<file path="src/rtl/rr_mux_arbiter_if.sv">
// rtl/rr_mux_arbiter_if.sv - requester/consumer bundle for the 4-channel arbiter
// Four request channels in, one registered data/select output with valid/ready.
interface rr_mux_arbiter_if #(
  parameter int WIDTH = 4
);
  logic [3:0]       req;
  logic [WIDTH-1:0] d0;
  logic [WIDTH-1:0] d1;
  logic [WIDTH-1:0] d2;
  logic [WIDTH-1:0] d3;
  logic [3:0]       grant;
  logic [1:0]       sel;
  logic [WIDTH-1:0] y;
  logic             y_valid;
  logic             out_ready;

  modport master (
    output req, d0, d1, d2, d3, out_ready,
    input  grant, sel, y, y_valid
  );

  modport slave (
    input  req, d0, d1, d2, d3, out_ready,
    output grant, sel, y, y_valid
  );
endinterface

</file>
<file path="src/rtl/rr_mux_arbiter.sv">
// rtl/rr_mux_arbiter.sv - 4-way round-robin/fixed-priority arbiter with 1-entry output register
// grant is Mealy: it marks the channel whose data is captured into y on this edge.
module rr_mux_arbiter #(
  parameter int WIDTH         = 4,
  parameter int PRIORITY_MODE = 0
) (
  input logic              clk,
  input logic              rst,
  rr_mux_arbiter_if.slave  bus
);

  logic [WIDTH-1:0] y_q, y_d;
  logic [1:0]       sel_q, sel_d;
  logic             vld_q, vld_d;
  logic [1:0]       ptr_q, ptr_d;

  logic [1:0]       pick;
  logic [1:0]       idx;
  logic             found;
  logic             can_load;
  logic             load;
  logic [WIDTH-1:0] pick_data;

  always_comb begin
    pick  = 2'd0;
    idx   = 2'd0;
    found = 1'b0;
    if (PRIORITY_MODE != 0) begin
      for (int i = 3; i >= 0; i--) begin
        if (bus.req[i]) begin
          pick  = 2'(i);
          found = 1'b1;
        end
      end
    end else begin
      // Search starts just after the last winner; the last winner is tried last.
      for (int k = 1; k <= 4; k++) begin
        idx = ptr_q + 2'(k);
        if (!found && bus.req[idx]) begin
          pick  = idx;
          found = 1'b1;
        end
      end
    end
  end

  assign can_load = !vld_q || bus.out_ready;
  assign load     = can_load && found && !rst;

  always_comb begin
    case (pick)
      2'd0:    pick_data = bus.d0;
      2'd1:    pick_data = bus.d1;
      2'd2:    pick_data = bus.d2;
      default: pick_data = bus.d3;
    endcase
  end

  always_comb begin
    y_d   = y_q;
    sel_d = sel_q;
    vld_d = vld_q;
    ptr_d = ptr_q;
    if (load) begin
      y_d   = pick_data;
      sel_d = pick;
      vld_d = 1'b1;
      ptr_d = pick;
    end else if (vld_q && bus.out_ready) begin
      vld_d = 1'b0;
    end
  end

  always_ff @(posedge clk) begin
    if (rst) begin
      y_q   <= '0;
      sel_q <= 2'b00;
      vld_q <= 1'b0;
      ptr_q <= 2'b11;
    end else begin
      y_q   <= y_d;
      sel_q <= sel_d;
      vld_q <= vld_d;
      ptr_q <= ptr_d;
    end
  end

  assign bus.grant   = load ? (4'b0001 << pick) : 4'b0000;
  assign bus.sel     = sel_q;
  assign bus.y       = y_q;
  assign bus.y_valid = vld_q;

endmodule

</file>
<file path="src/flat_wrapper.sv">
// flat-port wrapper written by rule: the top's interface ports become plain ports
module rr_mux_arbiter_flat 
#(
  parameter int WIDTH         = 4,
  parameter int PRIORITY_MODE = 0
)
  (clk, rst, bus_req, bus_d0, bus_d1, bus_d2, bus_d3, bus_out_ready, bus_grant, bus_sel, bus_y, bus_y_valid);
  rr_mux_arbiter_if #(.WIDTH(WIDTH)) bus_i ();
  input logic clk;
  input logic rst;
  input wire logic [$bits(bus_i.req)-1:0] bus_req;
  input wire logic [$bits(bus_i.d0)-1:0] bus_d0;
  input wire logic [$bits(bus_i.d1)-1:0] bus_d1;
  input wire logic [$bits(bus_i.d2)-1:0] bus_d2;
  input wire logic [$bits(bus_i.d3)-1:0] bus_d3;
  input wire logic [$bits(bus_i.out_ready)-1:0] bus_out_ready;
  output wire logic [$bits(bus_i.grant)-1:0] bus_grant;
  output wire logic [$bits(bus_i.sel)-1:0] bus_sel;
  output wire logic [$bits(bus_i.y)-1:0] bus_y;
  output wire logic [$bits(bus_i.y_valid)-1:0] bus_y_valid;
  assign bus_i.req = bus_req;
  assign bus_i.d0 = bus_d0;
  assign bus_i.d1 = bus_d1;
  assign bus_i.d2 = bus_d2;
  assign bus_i.d3 = bus_d3;
  assign bus_i.out_ready = bus_out_ready;
  assign bus_grant = bus_i.grant;
  assign bus_sel = bus_i.sel;
  assign bus_y = bus_i.y;
  assign bus_y_valid = bus_i.y_valid;
  rr_mux_arbiter #(.WIDTH(WIDTH), .PRIORITY_MODE(PRIORITY_MODE)) u_core (.clk(clk), .rst(rst), .bus(bus_i));
endmodule
</file>
<file path="config.mk">
export PLATFORM = sky130hd
export DESIGN_NAME = rr_mux_arbiter_flat
export DESIGN_NICKNAME = d
export VERILOG_FILES = /design/src/rtl/rr_mux_arbiter_if.sv /design/src/rtl/rr_mux_arbiter.sv /design/src/flat_wrapper.sv
export SDC_FILE = /design/constraint.sdc
export NUM_CORES = 1
export LEC_CHECK = 0
export BUFFER_PORTS_ARGS = -buffer_cell sky130_fd_sc_hd__buf_4
export CELL_PAD_IN_SITES_DETAIL_PLACEMENT = 1
export CELL_PAD_IN_SITES_GLOBAL_PLACEMENT = 1
export CORE_MARGIN = 2
export CORE_UTILIZATION = 31
export CTS_CLUSTER_SIZE = 16
export DETAILED_ROUTE_END_ITERATION = 7
export PLACE_DENSITY = 0.87
export SYNTH_ARGS = -nofsm -noshare
export SYNTH_HDL_FRONTEND = slang
export SYNTH_SLANG_ARGS = --single-unit
</file>
<file path="constraint.sdc">
create_clock -name clk -period 2.4 [get_ports clk]
set_input_delay 0.12 -clock clk [delete_from_list [all_inputs] [get_ports clk]]
set_output_delay 0.12 -clock clk [all_outputs]
set_load 0.005 [all_outputs]
</file>
# Word level (Yosys, flattened, before mapping)
# Index checks and enable logic that the tools add are counted.
# word_totals
output_inout_bits	11
regBits	9
inputBits	23
# op_classes
eq_ne	2
addsub	3
muxes	20
reduce_logical	14
order_cmp	4
shift	1
# op_table
op	n
$lt A2 B3 Y1 const B	4
$pmux W4 S3	1
$mux W1	10
$bmux W1 S2	4
$mux W2	4
$logic_and A1 B1 Y1	6
$logic_not A1 Y1	5
$add A2 B2 Y2 const B	2
$mux W4	1
$shl A1 B2 Y4 const A	1
$add A2 B1 Y2 const B	1
$eq A2 B1 Y1 const B	1
$eq A2 B2 Y1 const B	1
$logic_not A2 Y1	1
$reduce_bool A2 Y1	1
$logic_or A1 B1 Y1	1

# Longest topological paths before layout
# logic_depth
word_depth	16
ltp_mapped	6

# Least setup slack after synthesis
# OpenSTA, ideal clock, no wires.
# synth_timing
path_type	reg2reg
startpoint	reg u_core.ptr_q[1]
endpoint	reg u_core.y_q[0], in the netlist u_core.bus.y[0]
setup_slack_ns	0.974
arrival_time_ns	1.359
setup_time_ns	0.067
path_stages_with_launch	7
period_less_slack_ns	1.426
path_cell_list	dfxtp_1 > or3b_1 > o221ai_2 > buf_8 > mux2i_1 > mux2_2 > o21ai_2
# synth_via
elab_chain_len	15
word_cells_on_any_way	31
cone_classes	3 x add/sub; 2 x eq/ne; 17 x mux; 9 x reduce/logical
# synth_rtl
element	line_no	source
from (decl)	rr_mux_arbiter.sv:15	logic [1:0] ptr_q, ptr_d;
from (signal assigned)	rr_mux_arbiter.sv:84	ptr_q <= ptr_d;
$add A2 B1 Y2	rr_mux_arbiter.sv:38	idx = ptr_q + 2'(k);
$bmux W1 S2	rr_mux_arbiter.sv:39	if (!found && bus.req[idx]) begin
$mux W1 (not written as such)	rr_mux_arbiter.sv:39	
$mux W1	rr_mux_arbiter.sv:39	
$logic_not A1 Y1	rr_mux_arbiter.sv:39	
$logic_and A1 B1 Y1	rr_mux_arbiter.sv:39	
$mux W1	rr_mux_arbiter.sv:39	
$logic_not A1 Y1	rr_mux_arbiter.sv:39	
$logic_and A1 B1 Y1	rr_mux_arbiter.sv:39	
$mux W1	rr_mux_arbiter.sv:39	
$logic_not A1 Y1	rr_mux_arbiter.sv:39	
$logic_and A1 B1 Y1	rr_mux_arbiter.sv:39	
$mux W2 / $mux W1 (equally long branches)	rr_mux_arbiter.sv:39	
$eq A2 B2 Y1, or another cell as far along	rr_mux_arbiter.sv:51	case (pick)
$pmux W4 S3 / $logic_and A1 B1 Y1 (equally long branches)	rr_mux_arbiter.sv:51, rr_mux_arbiter.sv:48	
to (signal assigned)	rr_mux_arbiter.sv:81	y_q <= y_d;
to (decl)	rr_mux_arbiter.sv:12	logic [WIDTH-1:0] y_q, y_d;
# Several ways; a longest one is shown, not always the timed one. The select of a mux whose other input is x is not followed.
# A chain may end at the register's enable or synchronous reset.

# Final worst setup path
# layout_timing
startpoint	reg u_core.vld_q, in the netlist u_core.bus.y_valid
endpoint	out bus_grant[2]
# layout_via
elab_chain_len	5
# layout_rtl
element	line_no	source
from (decl)	rr_mux_arbiter.sv:14	logic vld_q, vld_d;
from (signal assigned)	rr_mux_arbiter.sv:83	vld_q <= vld_d;
$logic_not A1 Y1	rr_mux_arbiter.sv:47	assign can_load = !vld_q || bus.out_ready;
$logic_or A1 B1 Y1	rr_mux_arbiter.sv:47	
$logic_and A1 B1 Y1 (2 in a row)	rr_mux_arbiter.sv:48	assign load = can_load && found && !rst;
$mux W4	rr_mux_arbiter.sv:88	assign bus.grant = load ? (4'b0001 << pick) : 4'b0000;
to (decl)	flat_wrapper.sv:17	output wire logic [$bits(bus_i.grant)-1:0] bus_grant;
# No other way between the ends.

==> impl_metrics.env <==
export IMPL_tightest_slew_ns=0.704
export IMPL_drc=0
export IMPL_cts_resized=0
export IMPL_grt_pass1_wl_um=2530
export IMPL_ys_types=22
export IMPL_yosys_warnings=0
export IMPL_drt_iter0_markers=2
export IMPL_finClkSkew_ns=0.00349
export IMPL_synth_cells=64
export IMPL_worst_path_stages=5
export IMPL_multiInputGateArea_sq_um=372
export IMPL_cts_buffers=3
export IMPL_outcome="complete, no violations"
export IMPL_drive_gt1_frac=0.480
export IMPL_drv_slew=0
export IMPL_synthesis_nets=87
export IMPL_crit_start="u_core.bus.y_valid"
export IMPL_gp_congestion=0.691
export IMPL_cts_hold_buf=0
export IMPL_critPathMaxStageDelay_ns=0.51
export IMPL_endpoint_kind="output port"
export IMPL_worstRegToRegCells=5
export IMPL_synth_seq_cells=9
export IMPL_setup_viol=0
export IMPL_cts_root_buf="clkbuf_4"
export IMPL_critPathArrivalTime_ns=1.86
export IMPL_syn_avg_cell_area_sq_um=9.05
export IMPL_grt_total_usage=0.161
export IMPL_crit_type="flop to output port"
export IMPL_r2r_end="u_core.bus.y[3]"
export IMPL_yosysSeqAreaShare=0.311
export IMPL_grt_max_degree=12
export IMPL_gr_total_overflow=0
export IMPL_min_path_cells=2
export IMPL_die_area_sq_um=2230
export IMPL_rsz0062_at_grt="no"
export IMPL_vias_per_cell=4.82
export IMPL_cp_endpoint="bus_grant[2]"
export IMPL_htree_levels=1
export IMPL_dr_pass1_iters=2
export IMPL_fin_crit_sh=0.824
export IMPL_yosys_area_top_type="dfxtp_1"
export IMPL_fp_row_count=15
export IMPL_cts_tree="yes"
export IMPL_wl_um=1550
export IMPL_clkTransAtPathRegs_ns=0.06
export IMPL_finalNetCount=122
export IMPL_core_area_sq_um=1750
export IMPL_register_area_sq_um=180
export IMPL_die_y_um=47.2
export IMPL_maxSlewHeadroom=0.531
export IMPL_p_per_area_nw_per_um2=557
export IMPL_hold_path_class="primary input to flop"
export IMPL_p_leak_uw=0.000404
export IMPL_worst_path_max_delay_cell="or3_1"
export IMPL_hold_viol=0
export IMPL_dieWidth_um=47.2
export IMPL_syn_area_sq_um=579
export IMPL_ff2ff_setup_slack_ns=0.70
export IMPL_cts_max_path_buffers=2
export IMPL_areaGrowthSynthToFinish_pct=48.6
export IMPL_antenna_found_initial=0
export IMPL_peakVddDrop_mv=0.256
export IMPL_ios=34
export IMPL_min_period_ns=1.98
export IMPL_critical_path_buf_inv_count=1
export IMPL_fill_cells=227
export IMPL_ant_nets=0
export IMPL_drv_cap=0
export IMPL_final_util=0.493
export IMPL_cts_sinks=9
export IMPL_critPathTopFamily="simple AND/OR/NAND/NOR gates"
export IMPL_start_kind="flop"
export IMPL_start_util=0.332
export IMPL_io_buffers=33
export IMPL_synthTopCellsByArea="dfxtp_1 31%, mux2i_1 14%, mux2_2 7.8%, nor2b_1 7.6%, o21ai_2 6.0%"
export IMPL_cp_max_fo=11
export IMPL_avgRoutedWirePerCell_um=12.6
export IMPL_critPathRequiredTime_ns=2.28
export IMPL_clk_insertion_delay_late_ns=0.26
export IMPL_grt_pass1_vias=567
export IMPL_fmax_ghz=0.506
export IMPL_n_antenna_cell=0
export IMPL_worstPathCellList="nor2b_1, or3_1, or2_2, nor2_1, buf_4"
export IMPL_fin_tns_setup_ns=0
export IMPL_dr_total_vias=593
export IMPL_synth_top_area_share=0.311
export IMPL_post_cts_buffers=0
export IMPL_r2r_start="u_core.ptr_q[1]"
export IMPL_hpwl_um=1210
## worst min path at each step
stage / end / slack (ns) / startpoint
after floorplan: u_core.bus.y_valid / 0.34 / bus_out_ready
after global routing: u_core.bus.sel[1] / 0.11 / rst
after global placement: u_core.bus.sel[1] / 0.36 / rst
after CTS: u_core.bus.sel[1] / 0.09 / rst
final: u_core.bus.sel[1] / 0.11 / rst
after detailed placement: u_core.bus.sel[1] / 0.38 / rst
## cell families after synthesis
logic type             synth area share
buffers and inverters            0.0475
muxes                             0.216
AOI/OAI and AO/OA                 0.166
DFF                               0.311
and+or+nand+nor                   0.259
## routing by layer
layer | vias up | wire (um) | GRT usage
met5 | - | 0 | 0
met3 | 0 | 95 | 0.0269
met1 | 277 | 654 | 0.199
li1 | 299 | - | -
met2 | 17 | 800 | 0.281
met4 | 0 | 0 | 0.0500
## flip-flops by register name, indices dropped and copies added (netlist names)
signal              count
u_core.ptr_q            2
u_core.bus.sel          2
u_core.bus.y            4
u_core.bus.y_valid      1
## area by class of cell
| class | instances | area share |
|---|---|---|
| Clock buffer | 4 | 0.0305 |
| Multi-Input combinational cell | 51 | 0.432 |
| Inverter | 1 | 0.00436 |
| Tap cell | 25 | 0.0363 |
| Sequential cell | 9 | 0.209 |
| Timing Repair Buffer | 33 | 0.288 |
## synth_stat cells, drive strengths merged
cell type	number
mux2i	8
o221ai	1
nor2b	7
clkbuf	1
o211ai	1
o21ai	7
mux2	4
nand3b	4
buf	2
inv	1
nor2	7
o31a	1
or3	1
nor4	1
or3b	1
a21oi	2
dfxtp	9
nor3	3
or2	1
nand2	2
## power by group
group,switching (uW),leakage [uW],internal (uW),total [uW]
clock network,52.3,0.0000150,64.0,116
registers,13.7,0.0000750,170,184
logic,76.8,0.000314,102,179
## through the flow
step | hold WS [ns] | setup slack (ns) | power [uW] | cells | area, sq um
after floorplan | 0.341 | 0.974 | 296 | 64 | 579
after global placement | 0.365 | 0.679 | 362 | 119 | 835
after detailed placement | 0.377 | 0.660 | 368 | 119 | 835
after CTS | 0.0930 | 0.400 | 490 | 123 | 861
after global routing | 0.109 | 0.323 | 511 | 123 | 861
final | 0.107 | 0.423 | 479 | 123 | 861
## cell usage in the layout (no fill, tap or decap)
master / instances
nand3b_1: 4
dfxtp_1: 9
a21oi_1: 2
inv_1: 1
o221ai_2: 1
mux2_2: 4
clkbuf_4: 3
o21ai_2: 4
o21ai_0: 3
nor3_1: 3
nand2_1: 2
mux2i_1: 8
nor2_1: 7
o31a_1: 1
nor4_1: 1
o211ai_2: 1
nor2b_1: 7
or2_2: 1
or3_1: 1
clkbuf_1: 1
or3b_1: 1
buf_4: 33
Power figures use the tool's default switching activity.
